[config.mk]
export PLATFORM = sky130hd
export DESIGN_NAME = nexus_ctrl_initiator
export DESIGN_NICKNAME = d
export VERILOG_FILES = /design/src/rtl/nexus_ctrl_initiator.sv
export SDC_FILE = /design/constraint.sdc
export NUM_CORES = 1
export LEC_CHECK = 0
export ABC_AREA = 1
export BUFFER_PORTS_ARGS = -buffer_cell sky130_fd_sc_hd__buf_4
export CAP_MARGIN = 20
export CORE_MARGIN = 5
export CORE_UTILIZATION = 40
export DETAILED_ROUTE_END_ITERATION = 10
export PLACE_DENSITY = 0.67
export SKIP_CTS_REPAIR_TIMING = 1
export SLEW_MARGIN = 20
export SYNTH_ARGS = -nofsm -noshare
export SYNTH_HDL_FRONTEND = slang
export SYNTH_SLANG_ARGS = --single-unit
[constraint.sdc]
create_clock -name i_clk -period 4.73 [get_ports i_clk]
set_input_delay 0.7095 -clock i_clk [delete_from_list [all_inputs] [get_ports i_clk]]
set_output_delay 0.7095 -clock i_clk [all_outputs]
set_load 0.05 [all_outputs]
[src/rtl/nexus_ctrl_initiator.sv]
// nexus_ctrl_initiator: host-side control initiator with credit tracking, watchdog and flush
package nexus_ctrl_pkg;
  typedef logic [31:0] control_request_t;
  typedef logic [31:0] control_response_t;
endpackage

module nexus_ctrl_initiator
  import nexus_ctrl_pkg::*;
#(
  parameter int REQ_DEPTH       = 8,
  parameter int RESP_DEPTH      = 8,
  parameter int MAX_OUTSTANDING = 4,
  parameter int TIMEOUT         = 1024
) (
  input  logic                               i_clk,
  input  logic                               i_rst,
  input  control_request_t                   i_host_req_data,
  input  logic                               i_host_req_expect,
  input  logic                               i_host_req_valid,
  output logic                               o_host_req_ready,
  output control_request_t                   o_ctrl_req_data,
  output logic                               o_ctrl_req_valid,
  input  logic                               i_ctrl_req_ready,
  input  control_response_t                  i_ctrl_resp_data,
  input  logic                               i_ctrl_resp_valid,
  output logic                               o_ctrl_resp_ready,
  output control_response_t                  o_host_resp_data,
  output logic                               o_host_resp_valid,
  input  logic                               i_host_resp_ready,
  input  logic                               i_flush,
  output logic [$clog2(MAX_OUTSTANDING+1)-1:0] o_outstanding,
  output logic                               o_timeout,
  output logic                               o_idle
);
  localparam int QA = $clog2(REQ_DEPTH);
  localparam int PA = $clog2(RESP_DEPTH);
  localparam int OW = $clog2(MAX_OUTSTANDING + 1);
  localparam int WW = $clog2(TIMEOUT + 2);
  localparam logic [1:0] RUN = 2'd0, FLUSH_WAIT = 2'd1, FLUSH_CLR = 2'd2;
  logic [1:0] state;
  control_request_t req_mem [REQ_DEPTH];
  logic [REQ_DEPTH-1:0] exp_mem;
  control_response_t resp_mem [RESP_DEPTH];
  logic [QA:0] req_wp, req_rp, req_level;
  logic [PA:0] resp_wp, resp_rp, resp_level;
  logic [OW-1:0] outstanding;
  logic [WW-1:0] wd;
  logic held, timeout_q;
  logic head_exp, credit_ok, stall, issue, req_push, resp_push, resp_pop;
  logic credit_inc, credit_dec, wd_fire;
  assign req_level  = req_wp - req_rp;
  assign resp_level = resp_wp - resp_rp;
  assign head_exp   = exp_mem[req_rp[QA-1:0]];
  // Credit is judged on registered state only, so a freed credit is usable the next cycle
  assign credit_ok  = int'(outstanding) < MAX_OUTSTANDING &&
                      int'(outstanding) + int'(resp_level) < RESP_DEPTH;
  // A presented request (held) stays valid regardless of later credit or state changes
  assign o_ctrl_req_valid  = req_level != '0 && (held || (state == RUN && (!head_exp || credit_ok)));
  assign o_ctrl_req_data   = o_ctrl_req_valid ? req_mem[req_rp[QA-1:0]] : '0;
  assign o_host_req_ready  = req_level != (QA+1)'(REQ_DEPTH) && state == RUN;
  assign o_ctrl_resp_ready = resp_level != (PA+1)'(RESP_DEPTH);
  assign o_host_resp_valid = resp_level != '0;
  assign o_host_resp_data  = o_host_resp_valid ? resp_mem[resp_rp[PA-1:0]] : '0;
  assign o_outstanding     = outstanding;
  assign o_timeout         = timeout_q;
  assign o_idle            = req_level == '0 && resp_level == '0 && outstanding == '0 && state == RUN;
  assign stall      = o_ctrl_req_valid && !i_ctrl_req_ready;
  assign issue      = o_ctrl_req_valid && i_ctrl_req_ready;
  assign req_push   = i_host_req_valid && o_host_req_ready;
  assign resp_push  = i_ctrl_resp_valid && o_ctrl_resp_ready;
  assign resp_pop   = o_host_resp_valid && i_host_resp_ready;
  assign credit_inc = issue && head_exp;
  // A response with nothing outstanding is unsolicited and must not underflow the count
  assign credit_dec = resp_push && (outstanding != '0 || credit_inc);
  assign wd_fire    = TIMEOUT != 0 && int'(wd) == TIMEOUT;
  // FIFO storage, no reset needed since pointers gate visibility
  always_ff @(posedge i_clk) begin
    if (req_push) begin
      req_mem[req_wp[QA-1:0]] <= i_host_req_data;
      exp_mem[req_wp[QA-1:0]] <= i_host_req_expect;
    end
    if (resp_push) resp_mem[resp_wp[PA-1:0]] <= i_ctrl_resp_data;
  end
  // FIFO pointers and handshake-hold flag; FLUSH_CLR drops the whole request queue at once
  always_ff @(posedge i_clk or posedge i_rst) begin
    if (i_rst) begin
      req_wp  <= '0;
      req_rp  <= '0;
      resp_wp <= '0;
      resp_rp <= '0;
      held    <= 1'b0;
    end else begin
      req_wp  <= req_wp + (QA+1)'(req_push);
      req_rp  <= state == FLUSH_CLR ? req_wp : req_rp + (QA+1)'(issue);
      resp_wp <= resp_wp + (PA+1)'(resp_push);
      resp_rp <= resp_rp + (PA+1)'(resp_pop);
      held    <= stall;
    end
  end
  // Flush sequencing: wait out any stalled request, clear the queue, return to RUN
  always_ff @(posedge i_clk or posedge i_rst) begin
    if (i_rst) state <= RUN;
    else state <= state == RUN ? (i_flush ? (stall ? FLUSH_WAIT : FLUSH_CLR) : RUN) :
                  state == FLUSH_WAIT ? (stall ? FLUSH_WAIT : FLUSH_CLR) : RUN;
  end
  // Credit counter and watchdog; a watchdog expiry writes off all outstanding credit
  always_ff @(posedge i_clk or posedge i_rst) begin
    if (i_rst) begin
      outstanding <= '0;
      wd          <= '0;
      timeout_q   <= 1'b0;
    end else begin
      outstanding <= wd_fire ? '0 : outstanding + OW'(credit_inc) - OW'(credit_dec);
      wd          <= (wd_fire || resp_push || outstanding == '0 || TIMEOUT == 0) ? '0 : wd + 1'b1;
      timeout_q   <= timeout_q || wd_fire;
    end
  end
endmodule

=== After elaboration in Yosys (flattened, before gate mapping) ===
Memory sizes are Yosys's and may differ from the RTL's.
Cells that the tools add are included.

* Register bits after elaboration: 42
* Memories: 2
* Memory bits (writable): 512
* Output and inout port bits: 73
* Logic and storage cells: 80
* Input port bits: 72

{| class="wikitable"
|+ Memory list
! name !! words !! width !! rd ports !! clocked after memory_dff !! wr ports !! RTL line !! text
|-
| req_mem || 8 || 32 || 1 || 0 || 1 || 41 || <nowiki>control_request_t req_mem [REQ_DEPTH];</nowiki>
|-
| resp_mem || 8 || 32 || 1 || 0 || 1 || 43 || <nowiki>control_response_t resp_mem [RESP_DEPTH];</nowiki>
|}

* $add $sub $neg: 10
* Multiplexer cells: 18
* Equal/unequal tests: 5
* Magnitude comparators: 5
* Reductions and logical operators: 30

{| class="wikitable"
|+ Operators by type and width
! cell !! number
|-
| 2-to-1 mux 32 bit || 2
|-
| adder 4 x 1 -> 4 bit || 4
|-
| logical AND 1 bit || 15
|-
| adder 11 x 1 -> 11 bit (second input constant) || 1
|-
| equality test 11 bit (second input constant) || 1
|-
| 2-to-1 mux 11 bit || 1
|-
| bitwise mux 8 bit || 1
|-
| logical NOT 4 bit || 2
|-
| less-than comparator 3 x 4 -> 1 bit (second input constant) || 2
|-
| 2-to-1 mux 2 bit || 4
|-
| inequality test 4 bit (second input constant) || 2
|-
| nonzero test 4 bit || 2
|-
| subtractor 4 bit || 2
|-
| logical OR 1 bit || 6
|-
| 2-to-1 mux 1 bit || 6
|-
| adder 3 x 4 -> 5 bit || 1
|-
| less-than comparator 5 x 4 -> 1 bit (second input constant) || 1
|-
| 2-to-1 mux 4 bit || 1
|-
| adder 3 x 1 -> 3 bit || 1
|-
| binary-select mux 1 bit (select 3 bit) || 1
|-
| demux 1 bit (select 3 bit) || 1
|-
| greater-or-equal comparator 3 x 1 -> 1 bit (second input constant) || 1
|-
| logical NOT 3 bit || 1
|-
| less-than comparator 3 bit (second input constant) || 1
|-
| other kinds (7) || 8
|}

=== Longest topological paths before layout ===
Gate-level depths: netlist of the first run.

* Depth in word-level cells: 14
* Mapped depth: 23
* Depth with buffers taken out: 22

=== Worst setup path after synthesis of the first run ===
OpenSTA, ideal clock, no wires.

* Kind: reg2reg
* Start point: register req_rp[1]
* End point: register exp_mem[2] (enable)
* Path buffers: 2
* Cell stages (with the launch flop): 12
* Setup slack: -0.460 ns
* Data required time: 4.265 ns
* Library setup time: 0.465 ns
* Period minus slack after synthesis: 5.190 ns
* Arrival: 4.726 ns
* Path through: dfrtp_1 > inv_2 > buf_2 > clkbuf_1 > ha_1 > inv_1 > o21bai_2 > nand2_1 > nand3_1 > a31oi_2 > nand2_2 > nor3_1

* Cells in the longest elaborated chain, start to end: 4

{| class="wikitable"
|+ RTL lines
! element !! RTL line !! text
|-
| start: declaration || 44 || <nowiki>logic [QA:0] req_wp, req_rp, req_level;</nowiki>
|-
| start signal: assignment || 94 || <nowiki>req_rp <= state == FLUSH_CLR ? req_wp : req_rp + (QA+1)'(issue);</nowiki>
|-
| subtractor 4 bit || 51 || <nowiki>assign req_level = req_wp - req_rp;</nowiki>
|-
| inequality test 4 bit || 60 || <nowiki>assign o_host_req_ready = req_level != (QA+1)'(REQ_DEPTH) && state == RUN;</nowiki>
|-
| logical AND 1 bit || 60 ||
|-
| net o_host_req_ready || 20 || <nowiki>output logic o_host_req_ready,</nowiki>
|-
| logical AND 1 bit || 69 || <nowiki>assign req_push = i_host_req_valid && o_host_req_ready;</nowiki>
|-
| end signal: indexed assignment || 80 || <nowiki>exp_mem[req_wp[QA-1:0]] <= i_host_req_expect;</nowiki>
|-
| end: declaration || 42 || <nowiki>logic [REQ_DEPTH-1:0] exp_mem;</nowiki>
|}

The timed path passes the listed nets, and every way through them passes these cells.
A chain may end at the register's enable or synchronous reset.

=== Worst setup path in the final report of the first run ===
* Start point: register resp_rp[0]
* End point: output o_host_resp_data[1]

* Cells in the longest elaborated chain, start to end: 3
* Elaborated cells between the ends (all ways): 4
* Classes of those cells: add/sub: 1; mux: 1; reduce/logical: 1; memory: 1

{| class="wikitable"
|+ RTL lines
! element !! RTL line !! text
|-
| start: declaration || 45 || <nowiki>logic [PA:0] resp_wp, resp_rp, resp_level;</nowiki>
|-
| start signal: assignment || 96 || <nowiki>resp_rp <= resp_rp + (PA+1)'(resp_pop);</nowiki>
|-
| subtractor 4 bit || 52 || <nowiki>assign resp_level = resp_wp - resp_rp;</nowiki>
|-
| nonzero test 4 bit || 62 || <nowiki>assign o_host_resp_valid = resp_level != '0;</nowiki>
|-
| 2-to-1 mux 32 bit * || 63 || <nowiki>assign o_host_resp_data = o_host_resp_valid ? resp_mem[resp_rp[PA-1:0]] : '0;</nowiki>
|-
| end: declaration || 27 || <nowiki>output control_response_t o_host_resp_data,</nowiki>
|}

Mark *: on every way between the ends. The rest lies on a longest branch, timed or not.

==> results of run 1 <==
kinds of logic (layout without fill, tap and decap cells):
logic type	after synthesis	count (layout)	synth area share, %
AND/OR/NAND/NOR	576	576	10.3
adder cells (fa/ha/maj)	22	22	1.27
AO/OA/AOI/OAI	335	335	8.32
XOR/XNOR	14	14	0.537
multiplexers	64	64	3.15
other	0	1	0
flip-flops	554	554	72.1
buffers and inverters	218	393	4.34
how the worst max path moves through the flow:
stage | from | slack, ns | to | depth (start not counted)
2_1_floorplan | req_rp[1]$_DFF_PP0_ | -0.46 | exp_mem[2]$_DFFE_PP_ | 11
3_3_place_gp | resp_rp[0]$_DFF_PP0_ | 0.96 | o_host_resp_data[6] | 8
3_5_place_dp | resp_rp[0]$_DFF_PP0_ | 0.92 | o_host_resp_data[0] | 8
4_1_cts | resp_rp[0]$_DFF_PP0_ | 0.27 | o_host_resp_data[1] | 8
5_1_grt | resp_rp[0]$_DFF_PP0_ | 0.05 | o_host_resp_data[1] | 8
6_report | resp_rp[0]$_DFF_PP0_ | 0.27 | o_host_resp_data[1] | 8
through the flow:
stage | utilization (%) | cells
after global placement | 43.7 | 2614
final | 46.9 | 2715
after global routing | 46.9 | 2714
after CTS | 46.9 | 2714
after detailed placement | 43.7 | 2614
after floorplan | - | 1783
per-layer routing:
metal  vias to the layer above  wire length [µm]
met5                         -                13
met4                         2               804
met3                        67              2750
met2                       332             25400
met1                      6637             20700
li1                       6586                 -
sequential cells by signal, indices dropped and copies added, names as in the netlist:
name           flops
o_outstanding      3
req_wp             4
held               1
resp_mem         256
resp_wp            4
state              2
exp_mem            8
req_mem          256
wd                11
resp_rp            4
o_timeout          1
req_rp             4
layout make-up:
class,count,area [µm²]
flip-flops and latches,554,16500
multi-input cells,1011,5490
diodes,1,2.50
clock inverters,31,358
clock buffers,69,1450
inverters,119,448
well taps,756,946
fillers,4925,30000
repair buffers,174,1310
layout by cell type, fill, tap and decap left out, drive strengths merged, types with 2 or more instances in the layout:
cell type / Yosys / final
edfxtp: 520 / 520
nand2: 280 / 280
nor2: 222 / 222
buf: 62 / 174
a21oi: 137 / 137
o21ai: 130 / 130
inv: 118 / 120
clkbuf: 37 / 69
mux2: 64 / 64
nor3: 45 / 45
dfrtp: 34 / 34
o31ai: 32 / 32
o32ai: 32 / 32
ha: 20 / 20
clkinv: 1 / 20
nand3: 17 / 17
xor2: 10 / 10
bufinv: 0 / 7
xnor2: 4 / 4
nor3b: 4 / 4
or2: 4 / 4
clkinvlp: 0 / 3
nor4: 2 / 2
nand4: 2 / 2
fa: 2 / 2
a31oi: 2 / 2
critical path, delay by kind of cell (launching register included):
family                 cells  cell delay, ns
multiplexers               1            0.42
AND/OR/NAND/NOR            3            0.27
flip-flops                 1            0.40
buffers and inverters      3            1.82
AO/OA/AOI/OAI              1            0.16
==> flow_metrics.env, run 1 <==
export IMPL_die_w_um=249
export IMPL_root_buffer="clkbuf_16"
export IMPL_reg2regPathDepth=18
export IMPL_clock_skew_ns=0.0144
export IMPL_dp_hpwl_mm=26.3
export IMPL_post_synth_cell_area_avg_um2=12.8
export IMPL_slowest_stage="buf_4"
export IMPL_tightest_slew_ns=1.11
export IMPL_fin_crit_sh_pct=94.3
export IMPL_path_max_fanout=97
export IMPL_worstReg2RegEnd="o_outstanding[2]$_DFF_PP0_"
export IMPL_cap_viol_max_count=0
export IMPL_fin_nets=2010
export IMPL_gp_congestion=0.734
export IMPL_critPathCaptureType="output pin"
export IMPL_crit_reg2reg_launch="req_rp[0]$_DFF_PP0_"
export IMPL_yosysSeqAreaShare_pct=72.1
export IMPL_period_needed_ns=4.46
export IMPL_rsz0062_at_grt="no"
export IMPL_numCtsBuffers=56
export IMPL_io_buffer_count=144
export IMPL_grt_pass1_wl_mm=77.8
export IMPL_use_met1_pct=19.6
export IMPL_vias=13600
export IMPL_critPathKind="reg2out"
export IMPL_critPathLaunchType="flip-flop"
export IMPL_syn_to_final_growth_pct=15.9
export IMPL_start_util_pct=40.4
export IMPL_crit_top_cell="buf_4"
export IMPL_drtPass1Iterations=5
export IMPL_clk_pin_slew_worst_paths_ns=0.06
export IMPL_core_area_um2=56500
export IMPL_met2_usage_pct=28.0
export IMPL_cp_required_ns=4.02
export IMPL_cpPeakStageDelay_ns=0.89
export IMPL_synth_flop_cell="edfxtp_1"
export IMPL_syn_inst=1783
export IMPL_place_area_um2=24700
export IMPL_cts_sinks=554
export IMPL_yosysWarnings=0
export IMPL_fp_row_count=87
export IMPL_clockBufferDepth=3
export IMPL_synth_edf_count=520
export IMPL_grt_ovfl_total=0
export IMPL_viasPerCell=5.02
export IMPL_final_area_um2=26500
export IMPL_antenna_found_initial=2
export IMPL_grt_total_usage_pct=15.5
export IMPL_ys_types=44
export IMPL_synth_area_leader_cell="edfxtp_1"
export IMPL_use_met3_pct=2.94
export IMPL_synth_common_cells="520 x edfxtp_1, 275 x nand2_1, 218 x nor2_1, 135 x a21oi_1, 115 x inv_1"
export IMPL_die_area_um2=62000
export IMPL_wl_per_cell_um=18.3
export IMPL_worstPathArrival_ns=3.75
export IMPL_synth_top_area_share_pct=68.3
export IMPL_path_cells="buf_4 -> buf_4 -> mux2_2 -> o21ai_0 -> nand2_1 -> nand2_1 -> nor2_1 -> buf_4"
export IMPL_setup_slack_ns=0.268
export IMPL_die_h_um=249
export IMPL_regToRegSetupSlack_ns=1.01
export IMPL_hold_path_class="in2async"
export IMPL_route_detailed_drc=0
export IMPL_ios=145
export IMPL_drt_iter0_markers=989
export IMPL_fin_hold_ws_ns=0.214
export IMPL_antenna_left=0
export IMPL_synth_fp_nets=1877
export IMPL_grt_max_degree=101
export IMPL_htree_levels=2
export IMPL_outcome="completed"
export IMPL_wl_mm=49.7
export IMPL_grt_pass1_vias=13900
export IMPL_insertion_delay_ns=0.59
export IMPL_ys_async_sr_fraction_pct=6.14
export IMPL_drive_gt1_share_pct=18.5
export IMPL_dp_slack_ns=0.923
export IMPL_cts_tree="done"
export IMPL_netlist_area_um2=22800
export IMPL_maxSlewViolCount=0
export IMPL_max_slew_margin_rel_pct=25.9
export IMPL_busiest_layer="met2"
export IMPL_synth_area_leaders="edfxtp_1 68%, nand2_1 4.5%, dfrtp_1 3.7%"
export IMPL_max_freq_mhz=224
export IMPL_ys_seq_elements=554
export IMPL_tns_ns=0
export IMPL_yosys_cell_count_top_type="edfxtp_1"
export IMPL_hold_viol_final=0
export IMPL_setup_viol_count_final=0
Power of run 1 is left out: the tool's default activity adds up to more than one toggle a clock period on the data nets, which glitch-free logic cannot reach.
==> inputs of run 2 (changes only) <==
Settings changed: ABC_AREA 1 to not set.
==> run 2 against run 1 <==
  * Sequential cell count stayed put
  * Worst setup slack worse by 0.016 ns
  * Maximum frequency is 0.36% lower
  * Critical path depth is 4 higher
  * Routed wire length is 8.8% lower
  * Non-clock buffer count is 1 higher
  * Clock-buffer cell count is 2 higher
  * Die area is 4.5% lower
  * Hold slack worse by 0.023 ns
==> flow_metrics.env, run 2 <==
export IMPL_viasPerCell=5.34
export IMPL_grt_max_degree=69
export IMPL_slowest_stage="dfrtp_1"
export IMPL_synth_common_cells="520 x edfxtp_1, 138 x nand2_1, 128 x mux4_2, 41 x a21oi_1, 34 x dfrtp_1"
export IMPL_drt_iter0_markers=701
export IMPL_root_buffer="clkbuf_16"
export IMPL_drtPass1Iterations=4
export IMPL_ir_drop_v=0.000581
export IMPL_yosys_cell_count_top_type="edfxtp_1"
export IMPL_syn_inst=1101
export IMPL_synth_flop_cell="edfxtp_1"
export IMPL_yosysWarnings=0
export IMPL_mostFrequentLayoutCells="520 x edfxtp_1, 173 x buf_4, 138 x nand2_1, 128 x mux4_2, 56 x clkbuf_16"
export IMPL_critPathLaunchType="flip-flop"
export IMPL_cpPeakStageDelay_ns=0.52
export IMPL_outcome="completed"
export IMPL_synth_area_leader_cell="edfxtp_1"
export IMPL_reg2regPathDepth=18
export IMPL_wl_per_cell_um=22.5
export IMPL_tightest_slew_ns=1.08
export IMPL_setup_viol_count_final=0
export IMPL_clk_pin_slew_worst_paths_ns=0.06
export IMPL_fin_nets=1375
export IMPL_cp_required_ns=4.02
export IMPL_yosysSeqAreaShare_pct=75.6
export IMPL_grt_ovfl_total=0
export IMPL_gp_congestion=0.745
export IMPL_synth_edf_count=520
export IMPL_cts_sinks=554
export IMPL_crit_reg2reg_launch="resp_wp[0]$_DFF_PP0_"
export IMPL_critPathKind="reg2out"
export IMPL_grt_pass1_wl_mm=69.1
export IMPL_ys_async_sr_fraction_pct=6.14
export IMPL_p_per_area_nw_per_um2=745
export IMPL_die_w_um=243
export IMPL_vias=10800
export IMPL_power_leakage_nw=8.64
export IMPL_fp_row_count=85
export IMPL_die_h_um=243
export IMPL_hold_path_class="in2async"
export IMPL_antenna_found_initial=2
export IMPL_final_area_um2=25600
export IMPL_tns_ns=0
export IMPL_post_synth_cell_area_avg_um2=19.8
export IMPL_dp_hpwl_mm=24.4
export IMPL_netlist_area_um2=21800
export IMPL_io_buffer_count=144
export IMPL_clockBufferDepth=3
export IMPL_synth_top_area_share_pct=71.7
export IMPL_rsz0062_at_grt="no"
export IMPL_synth_fp_nets=1195
export IMPL_path_max_fanout=37
export IMPL_core_area_um2=53900
export IMPL_max_freq_mhz=223
export IMPL_regToRegSetupSlack_ns=0.67
export IMPL_ios=145
export IMPL_route_detailed_drc=0
export IMPL_dp_cells=1919
export IMPL_cts_tree="done"
export IMPL_worstReg2RegEnd="o_outstanding[2]$_DFF_PP0_"
export IMPL_numCtsBuffers=56
export IMPL_insertion_delay_ns=0.62
export IMPL_synth_area_leaders="edfxtp_1 72%, mux4_2 13%, dfrtp_1 3.9%"
export IMPL_path_cells="inv_1 -> ha_1 -> inv_1 -> fa_1 -> xor2_1 -> ha_1 -> or3_1 -> a221oi_2 -> o31ai_4 -> buf_12 -> a21oi_2 -> buf_4"
export IMPL_syn_to_final_growth_pct=17.8
export IMPL_layout_commonest_cell="edfxtp_1"
export IMPL_grt_pass1_vias=11300
export IMPL_die_area_um2=59200
export IMPL_fin_crit_sh_pct=94.7
export IMPL_hold_viol_final=0
export IMPL_worstPathArrival_ns=3.77
export IMPL_htree_levels=2
export IMPL_ys_seq_elements=554
export IMPL_grt_total_usage_pct=15.0
export IMPL_ys_types=51
export IMPL_antenna_left=0
export IMPL_cap_viol_max_count=0
export IMPL_clock_skew_ns=0.0352
export IMPL_stdcell_count=2019
export IMPL_period_needed_ns=4.48
export IMPL_drive_gt1_share_pct=33.5
export IMPL_critPathCaptureType="output pin"
export IMPL_max_slew_margin_rel_pct=28.1
export IMPL_start_util_pct=40.4
export IMPL_place_area_um2=23900
export IMPL_maxSlewViolCount=0
export IMPL_wl_mm=45.3
## run 2: cell types whose count changed after synthesis, sizes merged, moves of 69 or more
cell   before  now
mux4        0  128
nor2      222   21
a21oi     137   68
nand2     280  138
o21ai     130    3
inv       118   19
## run 2: kinds of logic (layout without fill, tap and decap cells)
family / count (synthesis) / in the layout / synth area share, %
other: 0 / 1 / 0
buffers and inverters: 72 / 293 / 1.47
and+or+nand+nor: 215 / 215 / 4.51
AOI/OAI and AO/OA: 81 / 81 / 2.61
adders and majority gates: 22 / 22 / 1.33
xor gates and xnor gates: 23 / 23 / 0.925
muxes: 134 / 134 / 13.5
DFF: 554 / 554 / 75.6
## run 2: area by class of cell
| cell class | count | area [µm²] |
|---|---|---|
| Multi-Input combinational cell | 475 | 5140 |
| Timing Repair Buffer | 175 | 1340 |
| Inverter | 19 | 71.3 |
| Clock inverter | 28 | 289 |
| Antenna cell | 1 | 2.50 |
| Tap cell | 696 | 871 |
| Sequential cell | 554 | 16500 |
| Clock buffer | 71 | 1460 |
| Fill cell | 4435 | 28300 |
## run 2: worst max-delay path by stage
stage,startpoint,to,cells past startpoint
finish,resp_wp[0]$_DFF_PP0_,o_ctrl_req_data[3],12
global route,resp_wp[0]$_DFF_PP0_,o_ctrl_req_data[1],12
CTS,resp_wp[0]$_DFF_PP0_,o_ctrl_req_data[3],12
detailed placement,resp_wp[0]$_DFF_PP0_,o_outstanding[2]$_DFF_PP0_,18
global placement,resp_wp[0]$_DFF_PP0_,o_outstanding[2]$_DFF_PP0_,18
floorplan,resp_rp[1]$_DFF_PP0_,resp_mem[2][0]$_DFFE_PP_,8
## run 2: worst max-delay path, delay by kind of cell, from the launching register on
kind / cells / cell delay (ns)
AO/OA/AOI/OAI: 3 / 0.70
XOR/XNOR: 1 / 0.19
adder cells (fa/ha/maj): 3 / 0.71
buffers and inverters: 4 / 0.61
flip-flops: 1 / 0.52
AND/OR/NAND/NOR: 1 / 0.35
## run 2: stage by stage
step | hold slack, ns | setup WS [ns] | power (W) | utilization (%)
4_1_cts | 0.171 | 0.103 | 0.0194 | 47.5
2_1_floorplan | 0.449 | 0.121 | 0.0126 | -
5_1_grt | 0.208 | 0.0406 | 0.0201 | 47.6
3_5_place_dp | 0.471 | 0.663 | 0.0152 | 44.3
6_report | 0.191 | 0.252 | 0.0191 | 47.6
3_3_place_gp | 0.456 | 0.732 | 0.0151 | 44.3
## run 2: per-layer routing
layer	GRT usage, %	share of wire (%)	vias to the layer above
met4	3.35	1.5	2
met3	3.13	5.9	55
li1	-	-	4753
met1	20.3	42	5695
met2	25.5	50	283
met5	0	0.033	-
## run 2: power breakdown
| group | internal, W | leakage [nW] | switching, W |
|---|---|---|---|
| clock network | 0.00240 | 0.846 | 0.00178 |
| registers | 0.00621 | 5.14 | 0.000361 |
| logic | 0.00287 | 2.66 | 0.00550 |
| total | 0.0115 | 8.64 | 0.00764 |
Note: power is estimated with default switching activity, not from simulation.
